## config.mk

```make
export PLATFORM = sky130hd
export DESIGN_NAME = wb_arbiter
export DESIGN_NICKNAME = d
export VERILOG_FILES = /design/src/rtl/wb_arbiter.sv
export SDC_FILE = /design/constraint.sdc
export NUM_CORES = 1
export LEC_CHECK = 0
export BUFFER_PORTS_ARGS = -buffer_cell sky130_fd_sc_hd__buf_2
export CORE_ASPECT_RATIO = 0.8
export CORE_UTILIZATION = 51
export CTS_CLUSTER_DIAMETER = 50
export CTS_CLUSTER_SIZE = 40
export DETAILED_ROUTE_END_ITERATION = 7
export PLACE_DENSITY_LB_ADDON = 0.15
export SLEW_MARGIN = 25
export SYNTH_ARGS = -nofsm -noshare
export SYNTH_HDL_FRONTEND = slang
export SYNTH_SLANG_ARGS = --single-unit
```

## constraint.sdc

```tcl
create_clock -name clk -period 3.1 [get_ports clk]
set_input_delay 0.465 -clock clk [delete_from_list [all_inputs] [get_ports clk]]
set_output_delay 0.465 -clock clk [all_outputs]
set_load 0.01 [all_outputs]
```

## src/rtl/wb_arbiter.sv

```systemverilog
// wb_arbiter: writeback arbiter feeding the register file write port.
// Merges the single-cycle ALU result with long-latency results buffered in a
// DEPTH-entry FIFO. Writes to register 0 are dropped. A pending vector marks
// registers targeted by queued entries so decode can stall on them.
// Optional feature: define WB_ARBITER_BYPASS_EN to let a long-latency result
// skip the FIFO when the port is otherwise idle and the FIFO is empty.
`timescale 1ns/1ps

module wb_arbiter #(
    parameter int DEPTH = 4
) (
    input  logic                     clk,
    input  logic                     rst_n,
    input  logic                     alu_we,
    input  logic [4:0]               alu_reg,
    input  logic [31:0]              alu_data,
    output logic                     alu_stall,
    input  logic                     ll_valid,
    output logic                     ll_ready,
    input  logic [4:0]               ll_reg,
    input  logic [31:0]              ll_data,
    output logic                     write_enable,
    output logic [4:0]               write_reg,
    output logic [31:0]              write_data,
    output logic [31:0]              pending,
    output logic [$clog2(DEPTH):0]   fifo_count
);

    localparam int PW = $clog2(DEPTH);
    localparam int CW = PW + 1;
    localparam logic [CW-1:0] FULL_CNT = CW'(DEPTH);
    localparam logic [CW-1:0] CNT_ONE  = CW'(1);
    localparam logic [PW-1:0] PTR_ONE  = PW'(1);

    // FIFO storage (data path, no reset) and per-slot occupancy flags
    logic [4:0]       fifo_reg_q  [DEPTH];
    logic [31:0]      fifo_data_q [DEPTH];
    logic [DEPTH-1:0] slot_vld_q, slot_vld_d;

    logic [PW-1:0] rd_ptr_q, rd_ptr_d;
    logic [PW-1:0] wr_ptr_q, wr_ptr_d;
    logic [CW-1:0] count_q, count_d;

    logic        write_enable_q, write_enable_d;
    logic [4:0]  write_reg_q, write_reg_d;
    logic [31:0] write_data_q, write_data_d;

    logic full, empty, alu_qual, ll_accept, push, pop, bypass;

    assign full      = (count_q == FULL_CNT);
    assign empty     = (count_q == '0);
    assign alu_qual  = alu_we && (alu_reg != 5'd0);
    // ll_ready is a function of state only; forced low while reset is held
    assign ll_ready  = rst_n && !full;
    assign alu_stall = full;
    assign ll_accept = ll_valid && ll_ready;
    assign push      = ll_accept && (ll_reg != 5'd0) && !bypass;

    assign write_enable = write_enable_q;
    assign write_reg    = write_reg_q;
    assign write_data   = write_data_q;
    assign fifo_count   = count_q;

    // Write-port source selection: full FIFO, then ALU, then FIFO, then bypass
    always_comb begin
        pop            = 1'b0;
        bypass         = 1'b0;
        write_enable_d = 1'b0;
        write_reg_d    = write_reg_q;
        write_data_d   = write_data_q;
        if (full) begin
            pop            = 1'b1;
            write_enable_d = 1'b1;
            write_reg_d    = fifo_reg_q[rd_ptr_q];
            write_data_d   = fifo_data_q[rd_ptr_q];
        end else if (alu_qual) begin
            write_enable_d = 1'b1;
            write_reg_d    = alu_reg;
            write_data_d   = alu_data;
        end else if (!empty) begin
            pop            = 1'b1;
            write_enable_d = 1'b1;
            write_reg_d    = fifo_reg_q[rd_ptr_q];
            write_data_d   = fifo_data_q[rd_ptr_q];
`ifdef WB_ARBITER_BYPASS_EN
        end else if (ll_accept && (ll_reg != 5'd0)) begin
            bypass         = 1'b1;
            write_enable_d = 1'b1;
            write_reg_d    = ll_reg;
            write_data_d   = ll_data;
`endif
        end
    end

    // FIFO pointer, occupancy and slot-valid next state
    always_comb begin
        rd_ptr_d   = rd_ptr_q;
        wr_ptr_d   = wr_ptr_q;
        count_d    = count_q;
        slot_vld_d = slot_vld_q;
        if (pop) begin
            rd_ptr_d             = rd_ptr_q + PTR_ONE;
            slot_vld_d[rd_ptr_q] = 1'b0;
        end
        if (push) begin
            wr_ptr_d             = wr_ptr_q + PTR_ONE;
            slot_vld_d[wr_ptr_q] = 1'b1;
        end
        if (push && !pop) begin
            count_d = count_q + CNT_ONE;
        end else if (pop && !push) begin
            count_d = count_q - CNT_ONE;
        end
    end

    // Pending vector: one bit per destination register of every queued entry
    always_comb begin
        pending = '0;
        for (int i = 0; i < DEPTH; i++) begin
            if (slot_vld_q[i]) begin
                pending[fifo_reg_q[i]] = 1'b1;
            end
        end
    end

    // Control and output registers, cleared by asynchronous reset
    always_ff @(posedge clk or negedge rst_n) begin
        if (!rst_n) begin
            rd_ptr_q       <= '0;
            wr_ptr_q       <= '0;
            count_q        <= '0;
            slot_vld_q     <= '0;
            write_enable_q <= 1'b0;
            write_reg_q    <= '0;
            write_data_q   <= '0;
        end else begin
            rd_ptr_q       <= rd_ptr_d;
            wr_ptr_q       <= wr_ptr_d;
            count_q        <= count_d;
            slot_vld_q     <= slot_vld_d;
            write_enable_q <= write_enable_d;
            write_reg_q    <= write_reg_d;
            write_data_q   <= write_data_d;
        end
    end

    // FIFO payload storage; validity is tracked separately by slot_vld_q
    always_ff @(posedge clk) begin
        if (push) begin
            fifo_reg_q[wr_ptr_q]  <= ll_reg;
            fifo_data_q[wr_ptr_q] <= ll_data;
        end
    end

endmodule

```

# Yosys cells after proc, flatten, opt, wreduce, memory -nomap -nowiden
# Memory sizes are Yosys's and may differ from the RTL's.
# Cells that the tools add are included.
dict set report op_classes {
  add_sub_neg 4
  magnitude_cmp 12
  n_eq_ne 2
  n_mux 33
  bitwise 6
  reduce_logical 19
}
# operator n
set ops {}
lappend ops {{$mux W32} 7}
lappend ops {{$or A32 B32 Y32} 3}
lappend ops {{$lt A5 B6 Y1 const B} 4}
lappend ops {{$demux W1 S5} 4}
lappend ops {{$ge A5 B1 Y1 const B} 4}
lappend ops {{$mux W5} 3}
lappend ops {{$mux W1} 13}
lappend ops {{$logic_and A1 B1 Y1} 12}
lappend ops {{$reduce_bool A5 Y1} 2}
lappend ops {{$mux W4} 2}
lappend ops {{$lt A2 B3 Y1 const B} 2}
lappend ops {{$mux W3} 2}
lappend ops {{$add A2 B1 Y2 const B} 2}
lappend ops {{$and A4 B4 Y4} 1}
lappend ops {{$demux W1 S2} 2}
lappend ops {{$ge A2 B1 Y1 const B} 2}
lappend ops {{$not A4 Y4} 1}
lappend ops {{$or A4 B4 Y4} 1}
lappend ops {{$add A3 B1 Y3 const B} 1}
lappend ops {{$eq A3 B3 Y1 const B} 1}
lappend ops {{$logic_not A1 Y1} 3}
lappend ops {{$logic_not A3 Y1} 1}
lappend ops {{$ne A3 B2 Y1 const B} 1}
lappend ops {{$sub A3 B1 Y3 const B} 1}
lappend ops {{$reduce_bool A2 Y1} 1}
dict set report totals {
  ff_bits 49
  ramBits 148
  in_bits 78
  mem_count 2
}
# name words width rd rd_ports_with_merged_regs write_ports line
set mem_list {}
lappend mem_list {fifo_data_q 4 32 1 0 1 37} ;# logic [31:0] fifo_data_q [DEPTH];
lappend mem_list {fifo_reg_q 4 5 5 0 1 36} ;# logic [4:0] fifo_reg_q [DEPTH];

# Logic depth before layout (Yosys ltp)
# An unclocked memory read counts as a cell.
dict set report logic_depth {
  depth_word 12
  depth_mapped 10
  ltp_nobuf 9
}

# Least setup slack after synthesis
# No wires, ideal clock.
dict set report synth_timing {
  path_type {reg-to-reg}
  start {register count_q[0] (netlist: fifo_count[0])}
  end {memory fifo_data_q[0][0] (enable)}
  setup_ns 0.433
  t_arrival_ns 2.685
  t_required_ns 2.667
  slack_ns -0.018
  path_stages_with_launch 5
  n_path_buf 1
  cell_sequence {dfrtp_1 or3b_1 buf_2 o2111ai_2 nor2_1}
}
dict set report synth_via {
  elab_chain_len 7
}
# element line
set synth_rtl {}
lappend synth_rtl {{start: declaration} 42} ;# logic [CW-1:0] count_q, count_d;
lappend synth_rtl {{start signal: assignment} 139} ;# count_q <= count_d;
lappend synth_rtl {{$eq A3 B3 Y1} 50} ;# assign full = (count_q == FULL_CNT);
lappend synth_rtl {{$logic_not A1 Y1} 54} ;# assign ll_ready = rst_n && !full;
lappend synth_rtl {{$logic_and A1 B1 Y1} 54}
lappend synth_rtl {{$logic_and A1 B1 Y1} 56} ;# assign ll_accept = ll_valid && ll_ready;
lappend synth_rtl {{$logic_and A1 B1 Y1} 57} ;# assign push = ll_accept && (ll_reg != 5'd0) && !bypass;
lappend synth_rtl {{$mux W1} 149} ;# if (push) begin
lappend synth_rtl {{$mux W1 (implied by the code)} 151} ;# fifo_data_q[wr_ptr_q] <= ll_data;
lappend synth_rtl {{end: declaration} 37}
# Every way passes these cells.

# Worst setup path after layout
dict set report layout_timing {
  start {register count_q[0] (netlist: fifo_count[0])}
  end {memory fifo_data_q[3][28] (enable)}
}
# The elaborated chain is that of the path after synthesis.

==> results.sh <==
export IMPL_setup_tns_ps=0
export IMPL_wl_per_cell_um=21.7
export IMPL_p_per_area_nw_per_um2=831
export IMPL_num_rows=42
export IMPL_post_cts_buffers=0
export IMPL_syn_area_per_cell_um2=15.2
export IMPL_critPathRequiredTime_ps=3200
export IMPL_ys_warn_count=0
export IMPL_core_um2=16700
export IMPL_clockRootBuffer="clkbuf_16"
export IMPL_setup_viol=0
export IMPL_reg2reg_depth=5
export IMPL_syn_inst=579
export IMPL_clock_skew_ps=12.5
export IMPL_routabilityCongestion=0.887
export IMPL_post_cts_resized=0
export IMPL_dpl_hpwl_um=14100
export IMPL_cts_tree="built"
export IMPL_max_cap_violations=0
export IMPL_vdd_drop_max_v=0.000656
export IMPL_synthArstFlopShare=0.249
export IMPL_remaining_drc_errors=0
export IMPL_final_cell_mix="buf_2 (152), edfxtp_1 (148), nor2_1 (55)"
export IMPL_dpl_cell_area_um2=9820
export IMPL_grt_max_degree=51
export IMPL_post_route_cells_drive_above_1_share=0.344
export IMPL_period_needed_ps=2600
export IMPL_ant_nets=0
export IMPL_start_util=0.526
export IMPL_die_h_um=119
export IMPL_ios=153
export IMPL_r2r_start="fifo_count[0]$_DFFE_PN0P_"
export IMPL_wl_um=21000
export IMPL_rrSetupSlack_ps=500
export IMPL_synth_cell_types=50
export IMPL_fin_crit_sh=0.839
export IMPL_holdBufCountCts=0
export IMPL_track_usage=0.252
export IMPL_synth_seq_cells=197
export IMPL_regMostFlops="fifo_data_q"
export IMPL_die_x_um=149
export IMPL_tightest_slew_ps=867
export IMPL_antenna_found_initial=1
export IMPL_cts_sinks=197
export IMPL_htree_levels=4
export IMPL_insertion_delay_ps=430
export IMPL_dominantRegCellSynth="edfxtp_1"
export IMPL_finalMaxSlewViolations=0
export IMPL_cp_start_kind="register"
export IMPL_max_freq_mhz=385
export IMPL_synth_edf_count=148
export IMPL_synth_seq_area_share=0.645
export IMPL_overflow=0
export IMPL_path_class="register to register"
export IMPL_grt_pass1_wl_um=33200
export IMPL_synth_area_um2=8780
export IMPL_io_buffers=152
export IMPL_layout_cells_most_common="buf_2"
export IMPL_ctsLongestPathBuffers=2
export IMPL_leakagePower_nw=4.07
export IMPL_hold_viol_final=0
export IMPL_clk_pin_slew_ps=70
export IMPL_crit_arrival_ps=2700
export IMPL_drt_iter0_drc=468
export IMPL_first_pass_iters=6
export IMPL_route_vias_total=5773
export IMPL_grt_pass1_vias=5914
export IMPL_drt_vias_per_instance=5.98
export IMPL_timing_max_slew_rel_slack=0.420
export IMPL_cts_made_buffers=17
export IMPL_critPathMaxFanout=20
export IMPL_end_kind="register"
export IMPL_syn_num_nets=667
export IMPL_syn2layout_area_growth_pct=18.8
export IMPL_status="finished clean"
export IMPL_largest_reg_flops=128
export IMPL_nFillCells=1263
export IMPL_rsz0062_at_grt="false"
export IMPL_design_area_um2=10400
export IMPL_die_area_um2=17800
export IMPL_hold_path_class="primary input to async pin"
export IMPL_nets=820
export IMPL_r2r_end="fifo_data_q[3][28]$_DFFE_PP_"
critical path, cell delays in order, from the launching register on:
cell	delay (ps)
dfrtp_1	490
or3b_1	420
o2111ai_2	210
buf_4	230
nor2_4	510
buf_4	410
where the power goes:
group / total (mW) / internal (mW) / switching [mW]
sequential: 3.80 / 3.39 / 0.409
combinational: 2.62 / 1.23 / 1.39
clock: 2.26 / 1.23 / 1.02
cells by family (layout without fill, tap and decap cells):
group | after synthesis | count (layout) | synth area share
AND/OR/NAND/NOR | 135 | 135 | 0.0813
adder cells (fa/ha/maj) | 10 | 10 | 0.0151
buffers and inverters | 45 | 211 | 0.0259
XOR/XNOR | 5 | 5 | 0.00499
AO/OA/AOI/OAI | 116 | 116 | 0.0933
other | 0 | 1 | 0
multiplexers | 71 | 71 | 0.134
flip-flops | 197 | 197 | 0.645
area by class of cell:
cell class                      instances  area, µm²  share of cell area
Antenna cell                            1       2.50            0.000240
Clock buffer                           18        429              0.0411
Clock inverter                         14        186              0.0179
Inverter                               12       45.0             0.00431
Multi-Input combinational cell        337       2940               0.282
Sequential cell                       197       5670               0.543
Tap cell                              220        275              0.0264
Timing Repair Buffer                  167        886              0.0849
cell usage after synthesis, drive strengths merged (2+ instances only):
library cell,count,area (µm²)
buf,13,108
and3,5,31.3
edfxtp,148,4440
or3,4,25.0
or4,3,26.3
a21oi,43,215
xnor2,3,26.3
xor2,2,17.5
o22ai,12,75.1
nor2,59,221
nand3,5,25.0
inv,12,45.0
o211ai,7,57.6
mux4,37,833
nor3,3,15.0
and3b,8,70.1
o21ai,2,10.0
a32oi,6,52.6
a211o,4,35.0
a21o,4,30.0
nand2,17,63.8
a221o,10,100
dfrtp,49,1230
ha,9,113
nor3b,8,60.1
nand3b,12,90.1
or3b,7,61.3
o221ai,12,105
a22oi,11,82.6
clkbuf,20,75.1
mux2,2,22.5
mux2i,32,320
through the flow:
stage	util	worst slack, ps	std cells	hold WS (ps)	power, mW
finish	0.625	500	966	237	8.68
global placement	0.588	544	933	504	6.43
global route	0.625	322	965	229	9.14
CTS	0.625	451	965	223	8.77
floorplan	-	-18.4	579	169	5.52
detailed placement	0.588	470	933	513	6.51
worst max path at each step:
| stage | end | depth (start not counted) | start |
|---|---|---|---|
| 4_1_cts | fifo_data_q[2][27]$_DFFE_PP_ | 5 | fifo_count[0]$_DFFE_PN0P_ |
| 3_3_place_gp | fifo_data_q[2][28]$_DFFE_PP_ | 5 | fifo_count[0]$_DFFE_PN0P_ |
| 3_5_place_dp | fifo_data_q[2][28]$_DFFE_PP_ | 5 | fifo_count[0]$_DFFE_PN0P_ |
| 5_1_grt | fifo_data_q[2][27]$_DFFE_PP_ | 5 | fifo_count[0]$_DFFE_PN0P_ |
| 6_report | fifo_data_q[3][28]$_DFFE_PP_ | 5 | fifo_count[0]$_DFFE_PN0P_ |
| 2_1_floorplan | fifo_data_q[0][0]$_DFFE_PP_ | 4 | fifo_count[0]$_DFFE_PN0P_ |
per-layer routing:
| metal | vias up | share of wire | GRT usage |
|---|---|---|---|
| met1 | 2886 | 0.42 | 0.340 |
| met2 | 253 | 0.48 | 0.396 |
| li1 | 2604 | - | - |
| met4 | 0 | 0.020 | 0.0848 |
| met3 | 30 | 0.080 | 0.0709 |
| met5 | - | 0 | 0 |
Note: power is estimated with default switching activity, not from simulation.
